**config.mk**
```make
export PLATFORM = sky130hd
export DESIGN_NAME = led_bar_arbiter_flat
export DESIGN_NICKNAME = d
export VERILOG_FILES = /design/src/rtl/led_bar_arbiter_if.sv /design/src/rtl/led_bar_arbiter.sv /design/src/flat_wrapper.sv
export SDC_FILE = /design/constraint.sdc
export NUM_CORES = 1
export LEC_CHECK = 0
export CORE_UTILIZATION = 51
export DETAILED_ROUTE_END_ITERATION = 16
export GPL_TIMING_DRIVEN = 0
export PLACE_DENSITY = 0.79
export SYNTH_ARGS = -nofsm -noshare
export SYNTH_HDL_FRONTEND = slang
export SYNTH_SLANG_ARGS = --single-unit
```
**constraint.sdc**
```tcl
create_clock -name clk -period 2.8 [get_ports clk]
set_input_delay 0.84 -clock clk [delete_from_list [all_inputs] [get_ports clk]]
set_output_delay 0.84 -clock clk [all_outputs]
set_load 0.01 [all_outputs]
```
**src/rtl/led_bar_arbiter_if.sv**
```systemverilog
// Request/pattern/grant bundle between the LED requesters and led_bar_arbiter.
// master = requester side, slave = arbiter side.
interface led_bar_arbiter_if;
  logic [2:0] req;
  logic [7:0] pat0;
  logic [7:0] pat1;
  logic [7:0] pat2;
  logic [2:0] grant;
  logic [7:0] led_out;
  logic       busy;

  modport master (
    output req, pat0, pat1, pat2,
    input  grant, led_out, busy
  );

  modport slave (
    input  req, pat0, pat1, pat2,
    output grant, led_out, busy
  );
endinterface

```
**src/rtl/led_bar_arbiter.sv**
```systemverilog
// Three-way LED bargraph arbiter: alert preempts, scanner/status share round-robin with a tick-based minimum hold.
// Optional macro LED_ARB_GAP_EN: blank the bar until the next tick after each non-preempting release.
module led_bar_arbiter #(
  parameter int unsigned HOLD_TICKS = 4,
  parameter int unsigned TICK_BITS  = 16
) (
  input  logic             clk,
  input  logic             rst_n,
  led_bar_arbiter_if.slave bus
);

  localparam logic [1:0] S_IDLE = 2'd0;
  localparam logic [1:0] S_OWN  = 2'd1;
  localparam logic [1:0] S_GAP  = 2'd2;

  localparam logic [7:0] HOLD_LOAD = 8'(HOLD_TICKS);

  logic [TICK_BITS-1:0] r_presc;
  logic [1:0]           r_state;
  logic [1:0]           w_state_nxt;
  logic [2:0]           r_grant;
  logic [2:0]           w_grant_nxt;
  logic [7:0]           r_hold;
  logic [7:0]           w_hold_nxt;
  logic [7:0]           r_led;
  logic [7:0]           w_led_nxt;
  logic                 r_last;
  logic                 w_last_nxt;
  logic                 r_busy;
  logic                 w_tick;
  logic                 w_own_req;
  logic                 w_other_req;
  logic                 w_preempt;
  logic                 w_release;
  logic                 w_rel_last;
  logic [2:0]           w_win;
  logic [7:0]           w_owner_pat;

  // r_last: 0 = scanner served last, 1 = status served last (scanner wins the next tie)
  function automatic logic [2:0] f_pick(input logic [2:0] req, input logic last);
    if (req[2])
      return 3'b100;
    if (req[0] && req[1])
      return last ? 3'b001 : 3'b010;
    if (req[0])
      return 3'b001;
    if (req[1])
      return 3'b010;
    return 3'b000;
  endfunction

  assign w_tick      = &r_presc;
  assign w_own_req   = |(r_grant & bus.req);
  assign w_other_req = |(~r_grant & bus.req);
  assign w_preempt   = bus.req[2] && !r_grant[2];
  assign w_release   = (r_hold == 8'd0) && (!w_own_req || w_other_req);
  assign w_rel_last  = r_grant[0] ? 1'b0 : (r_grant[1] ? 1'b1 : r_last);

  always_comb begin
    w_owner_pat = 8'h00;
    if (r_grant[0])
      w_owner_pat = bus.pat0;
    else if (r_grant[1])
      w_owner_pat = bus.pat1;
    else if (r_grant[2])
      w_owner_pat = bus.pat2;
  end

  always_comb begin
    w_state_nxt = r_state;
    w_grant_nxt = r_grant;
    w_hold_nxt  = r_hold;
    w_last_nxt  = r_last;
    w_win       = 3'b000;
    case (r_state)
      S_IDLE: begin
        w_win = f_pick(bus.req, r_last);
        if (|w_win) begin
          w_state_nxt = S_OWN;
          w_grant_nxt = w_win;
          w_hold_nxt  = HOLD_LOAD;
        end
      end
      S_OWN: begin
        if (w_preempt) begin
          w_grant_nxt = 3'b100;
          w_hold_nxt  = HOLD_LOAD;
        end else if (w_release) begin
          w_last_nxt = w_rel_last;
`ifdef LED_ARB_GAP_EN
          w_state_nxt = S_GAP;
          w_grant_nxt = 3'b000;
          w_hold_nxt  = 8'd0;
`else
          // hand over in the same cycle, tie broken by the owner just released
          w_win = f_pick(bus.req, w_rel_last);
          if (|w_win) begin
            w_grant_nxt = w_win;
            w_hold_nxt  = HOLD_LOAD;
          end else begin
            w_state_nxt = S_IDLE;
            w_grant_nxt = 3'b000;
          end
`endif
        end else if (w_tick && (r_hold != 8'd0)) begin
          w_hold_nxt = r_hold - 8'd1;
        end
      end
      S_GAP: begin
        if (w_tick) begin
          w_win = f_pick(bus.req, r_last);
          if (|w_win) begin
            w_state_nxt = S_OWN;
            w_grant_nxt = w_win;
            w_hold_nxt  = HOLD_LOAD;
          end else begin
            w_state_nxt = S_IDLE;
          end
        end
      end
      default: begin
        w_state_nxt = S_IDLE;
        w_grant_nxt = 3'b000;
        w_hold_nxt  = 8'd0;
      end
    endcase
  end

  // bar blanks together with grant, otherwise shows the current owner's pattern one cycle late
  assign w_led_nxt = (w_grant_nxt == 3'b000) ? 8'h00 : w_owner_pat;

  always_ff @(posedge clk or negedge rst_n) begin
    if (!rst_n) begin
      r_presc <= '0;
      r_state <= S_IDLE;
      r_grant <= 3'b000;
      r_hold  <= 8'd0;
      r_led   <= 8'h00;
      r_last  <= 1'b1;
      r_busy  <= 1'b0;
    end else begin
      r_presc <= r_presc + TICK_BITS'(1);
      r_state <= w_state_nxt;
      r_grant <= w_grant_nxt;
      r_hold  <= w_hold_nxt;
      r_led   <= w_led_nxt;
      r_last  <= w_last_nxt;
      r_busy  <= (w_state_nxt != S_IDLE);
    end
  end

  assign bus.grant   = r_grant;
  assign bus.led_out = r_led;
  assign bus.busy    = r_busy;

endmodule

```
**src/flat_wrapper.sv**
```systemverilog
// flat-port wrapper written by rule: the top's interface ports become plain ports
module led_bar_arbiter_flat 
#(
  parameter int unsigned HOLD_TICKS = 4,
  parameter int unsigned TICK_BITS  = 16
)
  (clk, rst_n, bus_req, bus_pat0, bus_pat1, bus_pat2, bus_grant, bus_led_out, bus_busy);
  led_bar_arbiter_if bus_i ();
  input  logic clk;
  input  logic rst_n;
  input wire logic [$bits(bus_i.req)-1:0] bus_req;
  input wire logic [$bits(bus_i.pat0)-1:0] bus_pat0;
  input wire logic [$bits(bus_i.pat1)-1:0] bus_pat1;
  input wire logic [$bits(bus_i.pat2)-1:0] bus_pat2;
  output wire logic [$bits(bus_i.grant)-1:0] bus_grant;
  output wire logic [$bits(bus_i.led_out)-1:0] bus_led_out;
  output wire logic [$bits(bus_i.busy)-1:0] bus_busy;
  assign bus_i.req = bus_req;
  assign bus_i.pat0 = bus_pat0;
  assign bus_i.pat1 = bus_pat1;
  assign bus_i.pat2 = bus_pat2;
  assign bus_grant = bus_i.grant;
  assign bus_led_out = bus_i.led_out;
  assign bus_busy = bus_i.busy;
  led_bar_arbiter #(.HOLD_TICKS(HOLD_TICKS), .TICK_BITS(TICK_BITS)) u_core (.clk(clk), .rst_n(rst_n), .bus(bus_i));
endmodule
```
# After elaboration in Yosys (flattened, before gate mapping)
# Cells that the tools add are included.
[classes]
addsub = 2
eq_ne = 7
mux = 101
n_bitwise = 4
n_reduce_logical = 20
[ops]
columns = ["op", "count"]
rows = [
  ["two-way mux 3 bit", 31],
  ["two-way mux 8 bit", 11],
  ["two-way mux 1 bit", 49],
  ["case mux 8 bit (3 select lines)", 1],
  ["adder 16 x 1 -> 16 bit (second input constant)", 1],
  ["AND reduction 16 bit", 1],
  ["OR reduction 3 bit", 5],
  ["two-way mux 2 bit", 7],
  ["case mux 3 bit (3 select lines)", 1],
  ["logical NOT 8 bit", 1],
  ["nonzero test 8 bit", 1],
  ["subtractor 8 x 1 -> 8 bit (second input constant)", 1],
  ["AND 3 bit", 2],
  ["!= test 2 x 1 -> 1 bit (second input constant)", 3],
  ["case mux 2 bit (3 select lines)", 1],
  ["AND reduction 5 bit", 1],
  ["logical AND 1 bit", 4],
  ["!= test 4 x 1 -> 1 bit (second input constant)", 1],
  ["!= test 4 x 3 -> 1 bit (second input constant)", 1],
  ["logical NOT 3 bit", 1],
  ["NOT 3 bit", 1],
  ["AND reduction 3 bit", 1],
  ["== test 2 x 1 -> 1 bit (second input constant)", 1],
  ["== test 2 bit (second input constant)", 1],
  ["other kinds (5)", 6],
]
[word_totals]
reg_bits = 39
wordCells = 141

# Logic depth before layout (Yosys ltp)
[depth]
ltp_word = 37
depth_mapped = 8

# Least setup slack after synthesis
# Ideal clock, no wire load.
[synth_path]
kind = "input-to-reg"
from = "in bus_req[2]"
to = "reg u_core.r_led[6], in the netlist u_core.bus.led_out[6]"
setup_ns = 0.117
arrival_ns = 2.350
path_slack_ns = 0.333
cell_stages = 6
n_path_buf = 0
path_cell_list = "nor3_1 -> o311ai_1 -> a31o_2 -> a32oi_1 -> or3b_4 -> and2_4"
[synth_between]
elab_chain_cells = 15
[synth_lines]
columns = ["element", "line", "text"]
rows = [
  ["from (decl)", "flat_wrapper.sv:11", "input wire logic [$bits(bus_i.req)-1:0] bus_req;"],
  ["two-way mux 1 bit", "led_bar_arbiter.sv:41", "if (req[2])"],
  ["two-way mux 1 bit", "led_bar_arbiter.sv:88", "end else if (w_release) begin"],
  ["two-way mux 1 bit", "led_bar_arbiter.sv:85", "if (w_preempt) begin"],
  ["two-way mux 1 bit", "led_bar_arbiter.sv:75", "case (r_state)"],
  ["two-way mux 3 bit", "led_bar_arbiter.sv:43", "if (req[0] && req[1])"],
  ["two-way mux 3 bit", "led_bar_arbiter.sv:88", ""],
  ["two-way mux 3 bit", "led_bar_arbiter.sv:85", ""],
  ["two-way mux 3 bit", "led_bar_arbiter.sv:75", ""],
  ["OR reduction 3 bit", "led_bar_arbiter.sv:97", "if (|w_win) begin"],
  ["two-way mux 3 bit", "led_bar_arbiter.sv:97", ""],
  ["two-way mux 3 bit", "led_bar_arbiter.sv:88", ""],
  ["two-way mux 3 bit", "led_bar_arbiter.sv:85", ""],
  ["case mux 3 bit (3 select lines) *", "led_bar_arbiter.sv:75", ""],
  ["logical NOT 3 bit *", "led_bar_arbiter.sv:130", "assign w_led_nxt = (w_grant_nxt == 3'b000) ? 8'h00 : w_owner_pat;"],
  ["two-way mux 8 bit *", "led_bar_arbiter.sv:130", ""],
  ["named net u_core.w_led_nxt[6]", "led_bar_arbiter.sv:26", "logic [7:0] w_led_nxt;"],
  ["to (signal assigned)", "led_bar_arbiter.sv:146", "r_led <= w_led_nxt;"],
  ["to (decl)", "led_bar_arbiter.sv:25", "logic [7:0] r_led;"],
]
# Mark *: on every way through the listed nets, which the timed path passes. The rest lies on a longest branch. The select of a mux whose other input is x is not followed.
# A chain may end at the register's enable or synchronous reset.

# Worst setup path after layout
[layout_path]
from = "in bus_req[1]"
to = "reg u_core.r_led[6], in the netlist u_core.bus.led_out[6]"
[layout_between]
elab_chain_cells = 21
[layout_lines]
columns = ["element", "line", "text"]
rows = [
  ["two-way mux 1 bit (2 in series)", "led_bar_arbiter.sv:47", "if (req[1])"],
  ["two-way mux 1 bit", "led_bar_arbiter.sv:45", "if (req[0])"],
  ["two-way mux 1 bit", "led_bar_arbiter.sv:43", ""],
  ["two-way mux 1 bit", "led_bar_arbiter.sv:88", ""],
  ["two-way mux 1 bit", "led_bar_arbiter.sv:85", ""],
  ["two-way mux 1 bit", "led_bar_arbiter.sv:75", ""],
  ["two-way mux 3 bit", "led_bar_arbiter.sv:49", "return 3'b000;"],
  ["two-way mux 3 bit", "led_bar_arbiter.sv:47", ""],
  ["[5 not listed]", "n/a", ""],
  ["OR reduction 3 bit", "led_bar_arbiter.sv:97", ""],
  ["two-way mux 3 bit", "led_bar_arbiter.sv:97", ""],
  ["two-way mux 3 bit", "led_bar_arbiter.sv:88", ""],
  ["two-way mux 3 bit", "led_bar_arbiter.sv:85", ""],
  ["case mux 3 bit (3 select lines) *", "led_bar_arbiter.sv:75", ""],
  ["logical NOT 3 bit *", "led_bar_arbiter.sv:130", ""],
  ["two-way mux 8 bit *", "led_bar_arbiter.sv:130", ""],
  ["named net u_core.w_led_nxt[6]", "led_bar_arbiter.sv:26", ""],
]
# Marked as above.

==> impl_metrics.yaml <==
timing:
  grt_setup_unrepaired: "false"
  timing.final.crit_share_pct: 95.5
  timing_hold_violations_final: 0
  slew_headroom_pct: 44.2
  period_needed_ps: 2670
  drv_slew: 0
  finalWorstSetupSlack_ps: 126
  setup_violations: 0
  worstMarginPinSlew_ps: 837
  fmaxAchievable_ghz: 0.374
  worst_clock_skew_ps: 9.58
worst_setup_path:
  r2r-start: "u_core.r_hold[0]"
  cp_data_arrival_time_ps: 2870
  critical_path_required_ps: 2990
  r2r_setup_slack_ps: 250
  reg2reg_to: "u_core.bus.led_out[6]"
  startpoint_type: "input pin"
  path_class: "in -> reg"
  rr_worst_depth: 8
  crit_fanout: 9
  endpoint_kind: "register"
clock_tree:
  path_clk_slew_ps: 80
  root_buffer: "clkbuf_8"
  cts_sinks: 39
  cts_buffer_depth: 2
  cts_hold_buf: 0
  ctsHtreeMaxLevel: 2
  insertion_delay_ps: 290
  cts_inserted_buffers: 5
  cts_tree: "yes"
run_status:
  violations: "DRC"
  status: "complete, but fails checks"
pwr:
  irDropWorstVdd_uv: 573
  total_power_w: 0.00205
  p_leak_nw: 1.18
  powerDensity_mw_per_mm2: 759
logic_synthesis:
  syn_area_sq_mm: 0.00211
  ys_types: 51
  synthesis.nets: 243
  synth_cells: 211
  synth.avg_cell_area_sq_um: 9.99
  synthArstFlopShare_pct: 100
  yosysWarnings: 0
  ys_seq_area_share_pct: 46.4
  synth-seq-cells: 39
  ys.flop_type: "dfrtp_1"
  synth-edff-count: 0
min_path:
  min_to: "u_core.r_presc[0]"
  worstHoldStart: "u_core.r_presc[0]"
  holdCritPathClass: "reg -> reg"
  hold_depth: 1
grt:
  overflow: 0
  grt_pass1_vias: 1575
  grt_start_max_net_pins: 40
  grt_use_total_pct: 22.0
  grt_antenna_before_repair: 0
  grt_pass1_wl_mm: 7.27
place:
  gp_congestion: 0.827
  dpl_cell_area_sq_mm: 0.00257
  port_buffers: 40
  place_ws_ps: -512
  hpwl_mm: 3.21
flow_run:
  drv_cap: 0
floorplan:
  die_w_um: 66.3
  rows: 23
  io_pins: 41
  dieArea_sq_mm: 0.00440
  start_util_pct: 53.1
  die_h_um: 66.3
  core_area_sq_mm: 0.00397
layout:
  area_growth_pct: 28.0
  layout_commonest_cell: "dfrtp_1"
  antenna_cells: 0
  drive_gt1_share_pct: 10.0
  final_area_sq_mm: 0.00270
  nets: 290
  final_cell_mix: "38 x dfrtp_1, 36 x clkdlybuf4s50_1, 17 x nand2_1"
detailed_routing:
  drcViolationCount: 2
  firstDrtPassIters: 10
  drt_iter0_markers: 120
  drt_wl_total_mm: 4.38
  vias_per_cell: 5.67
  vias: 1752
  avgRoutedWirePerCell_um: 14.2
  drtAntennaViolNets: 0
[layout make-up]
class | count | area [sq um]
clock buffers | 5 | 68.8
clock inverters | 3 | 43.8
plain buffers | 5 | 41.3
fillers | 311 | 1270
repair buffers | 40 | 392
flip-flops and latches | 39 | 977
inverters | 8 | 30.0
multi-input cells | 159 | 1080
well taps | 50 | 62.6
[stage by stage]
step	hold WS, ps	std cells	utilization, %	TNS [ps]
after floorplan	422	211	-	0
after global placement	444	301	64.7	-8560
after detailed placement	450	301	64.6	-7580
after CTS	460	309	68.0	0
after global routing	481	309	68.0	0
final	462	309	68.0	0
[Yosys cell counts (all sizes together) (4+ instances only)]
cell type | number | area share [%]
o21ai | 16 | 3.8
dfrtp | 38 | 45
and2 | 10 | 3.1
nor2b | 6 | 1.8
a21oi | 6 | 1.4
xnor2 | 10 | 4.2
inv | 8 | 1.4
a22oi | 8 | 2.8
nand4 | 7 | 2.8
nor2 | 15 | 2.8
nand2b | 4 | 1.2
xor2 | 4 | 1.7
o31ai | 8 | 2.8
nand2 | 17 | 3.0
nand3 | 10 | 2.4
[how the worst max path moves through the flow]
| stage | start | slack (ps) | endpoint |
|---|---|---|---|
| after floorplan | bus_req[2] | 330 | u_core.bus.led_out[6] |
| after global placement | bus_req[0] | -460 | u_core.bus.led_out[6] |
| after detailed placement | bus_req[1] | -510 | u_core.r_hold[1] |
| after CTS | bus_req[1] | 150 | u_core.bus.led_out[6] |
| after global routing | u_core.r_hold[0] | 10 | u_core.bus.led_out[0] |
| final | bus_req[1] | 130 | u_core.bus.led_out[6] |
[power by group]
part | switching [W] | leakage, nW | total, W | internal (W)
registers | 0.0000637 | 0.498 | 0.000727 | 0.000663
clock network | 0.000199 | 0.0581 | 0.000464 | 0.000265
logic | 0.000427 | 0.620 | 0.000857 | 0.000430
[logic make-up after synthesis]
kind of cell	share of synthesized area, %
compound gates	18.4
xor+xnor	5.82
fa+ha+maj	1.78
buf+inv	3.38
flops	46.4
mux	0.475
simple gates	23.8
[repair_timing]
action,4_1_cts,5_1_grt
setup endpoints to repair,16,0
gates resized for setup,7,0
buffers inserted,0,0
[state kept, by name, indices dropped and copies added (netlist names)]
| register | flops |
|---|---|
| u_core.r_presc | 16 |
| u_core.bus.led_out | 8 |
| u_core.r_hold | 8 |
| u_core.bus.busy | 1 |
| u_core.r_last | 1 |
| u_core.bus.grant | 3 |
| u_core.r_state | 2 |
[layer usage]
metal / up-vias / GRT usage (%) / routed length, um
met2: 35 / 34.1 / 2130
met3: 4 / 5.34 / 156
met4: 0 / 5.59 / 38
li1: 862 / - / -
met1: 851 / 30.7 / 2060
met5: - / 0 / 0
[worst max-delay path, cell delays in order]
cell and delay (ps):
dlygate4sd2_1 400, nor2b_1 250, o311ai_1 210, a31o_2 300, a32oi_1 220, or3b_4 460
and2_4 170
Power figures use the tool's default switching activity.
